### src/rtl/longest_run_detector.sv
`default_nettype none
// ============================================================================
// Module      : longest_run_detector
// Description : Streaming longest-run-of-identical-bits detector over framed
//               words (MSB first), with polarity select, start index,
//               saturation flag and frame-done pulse.
// Revision    : 1.0 - initial release
// ============================================================================
module longest_run_detector #(
    parameter int DIN_W = 3,
    parameter int LEN_W = 4,
    parameter int IDX_W = 8
) (
    input  logic             clk,
    input  logic             rst,
    input  logic             count,
    input  logic             pol,
    input  logic [DIN_W-1:0] din,
    output logic [LEN_W-1:0] length,
    output logic [LEN_W-1:0] cur_run,
    output logic [IDX_W-1:0] start_idx,
    output logic             sat,
    output logic             done
);

    localparam logic [LEN_W-1:0] c_RUN_MAX = '1;
    localparam logic [IDX_W-1:0] c_BIDX_STEP = IDX_W'(DIN_W);

    logic             r_act;
    logic             r_pol;
    logic [LEN_W-1:0] r_run;
    logic [LEN_W-1:0] r_max;
    logic [IDX_W-1:0] r_bidx;
    logic [IDX_W-1:0] r_run_start;
    logic [IDX_W-1:0] r_max_start;
    logic             r_sat;
    logic             r_done;

    logic             w_frame_start;
    logic             w_pol;
    logic [LEN_W-1:0] w_run;
    logic [LEN_W-1:0] w_max;
    logic [IDX_W-1:0] w_bidx;
    logic [IDX_W-1:0] w_run_start;
    logic [IDX_W-1:0] w_max_start;
    logic             w_sat;

    assign w_frame_start = count && !r_act;

    // Walk the word bit by bit starting from a cleared context on frame start.
    always_comb begin
        w_pol       = w_frame_start ? pol : r_pol;
        w_run       = w_frame_start ? '0 : r_run;
        w_max       = w_frame_start ? '0 : r_max;
        w_bidx      = w_frame_start ? '0 : r_bidx;
        w_run_start = w_frame_start ? '0 : r_run_start;
        w_max_start = w_frame_start ? '0 : r_max_start;
        w_sat       = w_frame_start ? 1'b0 : r_sat;
        for (int j = 0; j < DIN_W; j++) begin
            if (din[DIN_W-1-j] == w_pol) begin
                if (w_run == '0) begin
                    w_run_start = w_bidx + IDX_W'(j);
                end
                if (w_run != c_RUN_MAX) begin
                    w_run = w_run + LEN_W'(1);
                end
                if (w_run == c_RUN_MAX) begin
                    w_sat = 1'b1;
                end
            end else begin
                w_run = '0;
            end
            if (w_run > w_max) begin
                w_max       = w_run;
                w_max_start = w_run_start;
            end
        end
    end

    always_ff @(posedge clk) begin
        if (rst) begin
            r_act       <= 1'b0;
            r_pol       <= 1'b0;
            r_run       <= '0;
            r_max       <= '0;
            r_bidx      <= '0;
            r_run_start <= '0;
            r_max_start <= '0;
            r_sat       <= 1'b0;
            r_done      <= 1'b0;
        end else begin
            r_done <= 1'b0;
            if (count) begin
                r_act       <= 1'b1;
                r_pol       <= w_pol;
                r_run       <= w_run;
                r_max       <= w_max;
                r_bidx      <= w_bidx + c_BIDX_STEP;
                r_run_start <= w_run_start;
                r_max_start <= w_max_start;
                r_sat       <= w_sat;
            end else if (r_act) begin
                r_act  <= 1'b0;
                r_done <= 1'b1;
            end
        end
    end

    assign length    = r_max;
    assign cur_run   = r_run;
    assign start_idx = r_max_start;
    assign sat       = r_sat;
    assign done      = r_done;

endmodule
`default_nettype wire

### config.mk
export PLATFORM = sky130hd
export DESIGN_NAME = longest_run_detector
export DESIGN_NICKNAME = d
export VERILOG_FILES = /design/src/rtl/longest_run_detector.sv
export SDC_FILE = /design/constraint.sdc
export NUM_CORES = 1
export LEC_CHECK = 0
export CAP_MARGIN = 20
export CORE_MARGIN = 2
export CORE_UTILIZATION = 40
export CTS_BUF_LIST = sky130_fd_sc_hd__clkbuf_8
export DETAILED_ROUTE_END_ITERATION = 8
export SLEW_MARGIN = 20
export SYNTH_ARGS = -nofsm -noshare
export SYNTH_HDL_FRONTEND = slang
export SYNTH_SLANG_ARGS = --single-unit
### constraint.sdc
create_clock -name clk -period 23.9 [get_ports clk]
set_input_delay 3.585 -clock clk [delete_from_list [all_inputs] [get_ports clk]]
set_output_delay 3.585 -clock clk [all_outputs]
set_load 0.005 [all_outputs]
After elaboration in Yosys (flattened, before gate mapping)

Index checks and enable logic that the tools add are counted.

Bits in registers: 36

$add $sub $neg: 6
Order comparisons: 3
Eq/ne operators: 9
Multiplexer cells: 36
Reduce and logical (&&, ||, !) cells: 8

Operator list:

| kind                                          | number |
|---|---|
| 2-to-1 mux 8 bit                              | 12 |
| 2-to-1 mux 4 bit                              | 14 |
| adder 8 x 2 -> 8 bit (second input constant)  | 2 |
| adder 4 x 1 -> 4 bit (second input constant)  | 3 |
| equality test 4 bit (second input constant)   | 3 |
| > comparator 4 bit                            | 3 |
| zero test 4 bit                               | 3 |
| inequality test 4 bit (second input constant) | 3 |
| 2-to-1 mux 1 bit                              | 10 |
| adder 8 x 1 -> 8 bit (second input constant)  | 1 |
| nonzero test 4 bit                            | 1 |
| equality test 1 bit                           | 3 |
| AND reduction 2 bit                           | 1 |
| OR reduction 2 bit                            | 1 |
| logical AND 1 bit                             | 1 |
| zero test 1 bit                               | 1 |

Logic depth before layout (Yosys ltp)

Depth after elaboration: 18
Depth in mapped cells: 37
Gate-level depth less buffers: 32

Worst setup path before layout

Ideal clock, no wire load.

Path type: input-to-reg
Start point: input count
End point: register r_max_start[0] (netlist: start_idx[0])
Setup time: 0.139 ns
Arrival time: 10.605 ns
Data required time: 23.761 ns
Path slack: 13.156 ns
Cell stages on the path: 34
Path buffers: 7
Path through: buf_2 nand2b_1 buf_4 clkbuf_1 clkbuf_1 and2_1 ha_1 nand2_1 or4_1 nand4_1 ha_1 nor2_1 a32oi_1 o311ai_0 maj3_1 nand3_1 clkbuf_1 mux2i_1 ha_1 or3_1 o211a_1 mux2i_1 buf_6 mux2_2 ha_1 o21ai_0 nand2b_1 a21oi_1 a41o_1 clkbuf_1 o2111ai_1 mux2i_1 a31o_2 o32ai_1

Cells in the longest elaborated chain, start to end: 17

RTL lines:

| element                                                       | line   | text |
|---|---|---|
| start, declared                                               | 16     | `input logic count,` |
| logical AND 1 bit                                             | 48     | `assign w_frame_start = count && !r_act;` |
| 2-to-1 mux 4 bit                                              | 53     | `w_run = w_frame_start ? '0 : r_run;` |
| adder 4 x 1 -> 4 bit or inequality test 4 bit (tied branches) | 65, 64 |  |
| 2-to-1 mux 4 bit                                              | 64     | `if (w_run != c_RUN_MAX) begin` |
| 2-to-1 mux 4 bit (2 in series)                                | 60     | `if (din[DIN_W-1-j] == w_pol) begin` |
| adder 4 x 1 -> 4 bit or inequality test 4 bit (tied branches) | 65, 64 |  |
| 2-to-1 mux 4 bit                                              | 64     |  |
| 2-to-1 mux 4 bit (2 in series)                                | 60     |  |
| adder 4 x 1 -> 4 bit or inequality test 4 bit (tied branches) | 65, 64 |  |
| 2-to-1 mux 4 bit                                              | 64     |  |
| 2-to-1 mux 4 bit (2 in series)                                | 60     |  |
| > comparator 4 bit                                            | 73     | `if (w_run > w_max) begin` |
| nonzero test 4 bit (no line)                                  | -      |  |
| AND reduction 2 bit (no line)                                 | -      |  |
| end signal, assigned                                          | 100    | `r_max_start <= w_max_start;` |
| end, declared                                                 | 35     | `logic [IDX_W-1:0] r_max_start;` |

Parallel ways exist; a longest one is shown, timed or not. The select of a mux whose other input is x is not followed.
A chain may end at the register's enable or synchronous reset.

Final worst setup path

Start point: input count
End point: register r_max_start[1] (netlist: start_idx[1])

Same word-level chain as after synthesis.

==> impl_results.html <==
<table>
<tr><th>Metric</th><th>Value</th></tr>
<tr><th colspan="2">Status</th></tr>
<tr><td>Run status</td><td>finished clean</td></tr>
<tr><th colspan="2">Pwr</th></tr>
<tr><td>Power density over the cells</td><td>89.55 mW/mm2</td></tr>
<tr><td>Pleak</td><td>1.504 nW</td></tr>
<tr><td>Combinational Power Share</td><td>0.647</td></tr>
<tr><td>Int Power</td><td>186.5 uW</td></tr>
<tr><td>Sw Pwr</td><td>160.1 uW</td></tr>
<tr><td>Portion of total power attributed to sequential cells</td><td>0.215</td></tr>
<tr><td>Net switching share of the total power</td><td>0.4620</td></tr>
<tr><td>Highest ir drop seen on vdd</td><td>55.07 uV</td></tr>
<tr><td>Proportion of power drawn by the clock network</td><td>0.138</td></tr>
<tr><th colspan="2">STA</th></tr>
<tr><td>Timing-limited maximum frequency</td><td>0.08383 GHz</td></tr>
<tr><td>Final count of hold timing violations</td><td>0</td></tr>
<tr><td>Post-route fraction of the period consumed by the critical path</td><td>0.4991</td></tr>
<tr><td>Tightest Pin Transition</td><td>958.0 ps</td></tr>
<tr><td>Unrepaired setup endpoints after global routing</td><td>false</td></tr>
<tr><td>Setup violation total in the final timing report</td><td>0</td></tr>
<tr><td>Hold Slack</td><td>465.0 ps</td></tr>
<tr><td>Post-route setup TNS</td><td>0 ps</td></tr>
<tr><td>Normalized max-slew margin</td><td>0.3529</td></tr>
<tr><td>Fin. max-slew vios</td><td>0</td></tr>
<tr><td>Worst Clk Skew</td><td>5.194 ps</td></tr>
<tr><td>Min Tclk post-route</td><td>11930 ps</td></tr>
<tr><th colspan="2">Yosys</th></tr>
<tr><td>Sequential fraction of the synthesis area</td><td>0.2063</td></tr>
<tr><td>Syn nets</td><td>464</td></tr>
<tr><td>Average size of a mapped cell</td><td>7.958 um2</td></tr>
<tr><td>Yosys cell types</td><td>78</td></tr>
<tr><td>Gate count of the mapped netlist</td><td>439</td></tr>
<tr><td>Async set-or-reset flop fraction in the synthesized netlist</td><td>0</td></tr>
<tr><td>Number of warnings printed during yosys synthesis</td><td>0</td></tr>
<tr><td>Dominant synthesized flop cell</td><td>dfxtp_1</td></tr>
<tr><td>Number of enable-type register cells in the synthesized netlist</td><td>0</td></tr>
<tr><td>Post-synthesis sequential element count</td><td>36</td></tr>
<tr><td>Synthesized cell area</td><td>0.003493 mm2</td></tr>
<tr><th colspan="2">Die</th></tr>
<tr><td>Placeable Area</td><td>0.008593 mm2</td></tr>
<tr><td>Initial Utilization</td><td>0.4065</td></tr>
<tr><td>I/O pin cnt</td><td>25</td></tr>
<tr><td>Die outline height</td><td>97.45 um</td></tr>
<tr><td>Chip width</td><td>97.45 um</td></tr>
<tr><td>Number of placement rows</td><td>34</td></tr>
<tr><td>Die Area</td><td>0.009497 mm2</td></tr>
<tr><th colspan="2">Setup path</th></tr>
<tr><td>Critical path class</td><td>primary input to register</td></tr>
<tr><td>CP max stage delay</td><td>540 ps</td></tr>
<tr><td>Cell repeated most along the worst path</td><td>ha_1</td></tr>
<tr><td>Source of the worst register-to-register timing path</td><td>r_act</td></tr>
<tr><td>Nature of the critical path startpoint</td><td>primary input</td></tr>
<tr><td>Number of cells on the worst reg-to-reg path</td><td>31</td></tr>
<tr><td>Nature of the critical path endpoint</td><td>register</td></tr>
<tr><td>Minimum setup slack among reg-to-reg paths</td><td>15450 ps</td></tr>
<tr><td>Data arrival at the endpoint of the critical path</td><td>12130 ps</td></tr>
<tr><td>Endpoint of the worst register-to-register path</td><td>start_idx[1]</td></tr>
<tr><td>Data required time of the critical path</td><td>24100 ps</td></tr>
<tr><td>Delay-heaviest family, CP</td><td>compound AO/OA/AOI/OAI gates</td></tr>
<tr><td>WP buf/inv</td><td>3</td></tr>
<tr><td>Slowest library cell on the worst path</td><td>a41o_1</td></tr>
<tr><td>Critical path peak fanout</td><td>38</td></tr>
<tr><th colspan="2">Layout</th></tr>
<tr><td>Share of post-route cells with drive strength above 1</td><td>0.1067</td></tr>
<tr><td>Final standard cell utilization of the core</td><td>0.4503</td></tr>
<tr><td>Non-filler instance count after layout</td><td>558</td></tr>
<tr><td>Fill cell count</td><td>862</td></tr>
<tr><td>Most common cell after layout, fill and taps aside</td><td>nor2_1</td></tr>
<tr><td>Number of antenna repair diodes</td><td>0</td></tr>
<tr><td>Net total in the final layout</td><td>474</td></tr>
<tr><td>Area growth from synthesis to final layout</td><td>10.78%</td></tr>
<tr><td>Leading cell types in the layout, fill and taps excluded</td><td>nor2_1, nand2_1, dfxtp_1</td></tr>
<tr><th colspan="2">Placement</th></tr>
<tr><td>Post-placement cell count</td><td>550</td></tr>
<tr><td>Post-detail-place hpwl</td><td>7.517 mm</td></tr>
<tr><td>Number of buffers inserted by port buffering</td><td>24</td></tr>
<tr><td>Placer congestion estimate</td><td>0.9877</td></tr>
<tr><th colspan="2">Flow run</th></tr>
<tr><td>Maximum Capacitance Violations</td><td>0</td></tr>
<tr><th colspan="2">Clocking</th></tr>
<tr><td>Maximum count of clock buffers along a single path</td><td>2</td></tr>
<tr><td>Clock tree from TritonCTS</td><td>yes</td></tr>
<tr><td>Clk pin slew, worst setup/hold paths</td><td>80 ps</td></tr>
<tr><td>Number of buffers added by the clock tree synthesis step</td><td>5</td></tr>
<tr><td>Count of buffers added by post-CTS timing repair for setup</td><td>0</td></tr>
<tr><td>H-tree Lvls</td><td>2</td></tr>
<tr><td>Insertion delay of the later-clocked pin in the worst-skew pair</td><td>290 ps</td></tr>
<tr><td># resized after CTS</td><td>0</td></tr>
<tr><td>Hold buffer count at CTS</td><td>0</td></tr>
<tr><td>Clock sinks</td><td>36</td></tr>
<tr><td>Root Buffer</td><td>clkbuf_8</td></tr>
<tr><th colspan="2">Global route</th></tr>
<tr><td>Layer with the highest usage</td><td>met2</td></tr>
<tr><td>Global routing usage on met2</td><td>0.3565</td></tr>
<tr><td>Via count of the first global-routing pass</td><td>3337</td></tr>
<tr><td>Met3 Usage GRT</td><td>0.02734</td></tr>
<tr><td>GRT met1 Usage</td><td>0.2746</td></tr>
<tr><td>Initial antenna violation count</td><td>0</td></tr>
<tr><td>GRT Resource Usage Total</td><td>0.2133</td></tr>
<tr><td>Sum of overflow across all layers after global routing</td><td>0</td></tr>
<tr><td>Wire length of the first global-routing pass</td><td>16.77 mm</td></tr>
<tr><td>Pin count of the biggest net entering global routing</td><td>39</td></tr>
<tr><th colspan="2">Drt</th></tr>
<tr><td>Number of remaining DRC errors</td><td>0</td></tr>
<tr><td>Via total after detailed routing</td><td>3373</td></tr>
<tr><td>Wire length per cell</td><td>17.90 um</td></tr>
<tr><td>Residual antenna-violating net count after detailed routing</td><td>0</td></tr>
<tr><td>Number of DRC markers after the initial detailed-route iteration</td><td>207</td></tr>
<tr><td>Final WL</td><td>9.989 mm</td></tr>
<tr><td>Routed vias/inst</td><td>6.045</td></tr>
<tr><td>1st-pass router iterations</td><td>5</td></tr>
<tr><th colspan="2">Worst hold path</th></tr>
<tr><td>Hold Path Depth</td><td>2</td></tr>
<tr><td>Hold Startpoint</td><td>start_idx[7]</td></tr>
<tr><td>WHS Endpoint</td><td>start_idx[7]</td></tr>
<tr><td>Worst Hold Class</td><td>register to register</td></tr>
</table>
-- worst max-delay path by stage --
stage                from      endpoint  cells after the start
floorplan           count  start_idx[0]                     34
global placement    count  start_idx[6]                     31
global route        count  start_idx[6]                     33
CTS                 count  start_idx[1]                     32
finish              count  start_idx[1]                     32
detailed placement  count  start_idx[1]                     32
-- flip-flops by register name (all words and copies together) (netlist names) --
signal,flops
r_bidx,8
r_run_start,8
start_idx,8
cur_run,4
length,4
done,1
r_act,1
r_pol,1
sat,1
-- Yosys cell counts (11+ instances only) --
cell      count  area (um2)
mux2i_1      28       280.3
o21ai_0      14       70.07
nand2_1      37       138.9
nor2b_1      11       68.82
ha_1         18       225.2
nor2_1       41       153.9
nand3_1      12       60.06
a211oi_1     14       105.1
dfxtp_1      36       720.7
inv_1        23       86.33
a21oi_1      12       60.06
nor3_1       11       55.05
clkbuf_1     14       52.55
-- cells by family after synthesis --
family,count (synthesis),share of synthesized area
AND/OR/NAND/NOR,167,0.2529
buffers and inverters,51,0.06554
AO/OA/AOI/OAI,109,0.2400
multiplexers,39,0.1207
adder cells (fa/ha/maj),19,0.06734
XOR/XNOR,18,0.04728
flip-flops,36,0.2063
-- stage by stage --
step	power, mW	setup WS (ps)	cell area [um2]
5_1_grt	0.3764	11100	3870
3_3_place_gp	0.2938	12130	3774
3_5_place_dp	0.2972	11760	3774
4_1_cts	0.3470	12020	3870
2_1_floorplan	0.2458	13160	3493
6_report	0.3465	11970	3870
-- tightest hold or removal path: cells and delay by family, from the launching register on --
| kind | cells | cell delay, ps |
|---|---|---|
| flops | 1 | 320 |
| buf+inv | 1 | 50 |
| compound gates | 1 | 50 |
-- layout make-up --
cell class / count / area (um2) / share of cell area
multi-input cells: 352 / 2546 / 0.6579
flip-flops and latches: 36 / 720.7 / 0.1862
repair buffers: 29 / 277.8 / 0.07177
well taps: 108 / 135.1 / 0.03492
inverters: 25 / 93.84 / 0.02425
clock buffers: 6 / 82.58 / 0.02134
clock inverters: 2 / 13.76 / 0.003556
-- metal layers --
layer | vias up | wire (um)
met1 | 1617 | 4445
met3 | 25 | 434
met4 | 0 | 367
met5 | - | 0
met2 | 89 | 4741
li1 | 1642 | -
-- power groups by stage --
stage	Combinational [mW]	Sequential, mW	Clock (mW)
global placement	0.218	0.0756	0
detailed placement	0.222	0.0757	0
global route	0.250	0.0755	0.0514
finish	0.224	0.0745	0.0477
CTS	0.223	0.0744	0.0494
floorplan	0.172	0.0740	0
No activity file was read; power rests on OpenSTA's default activity.
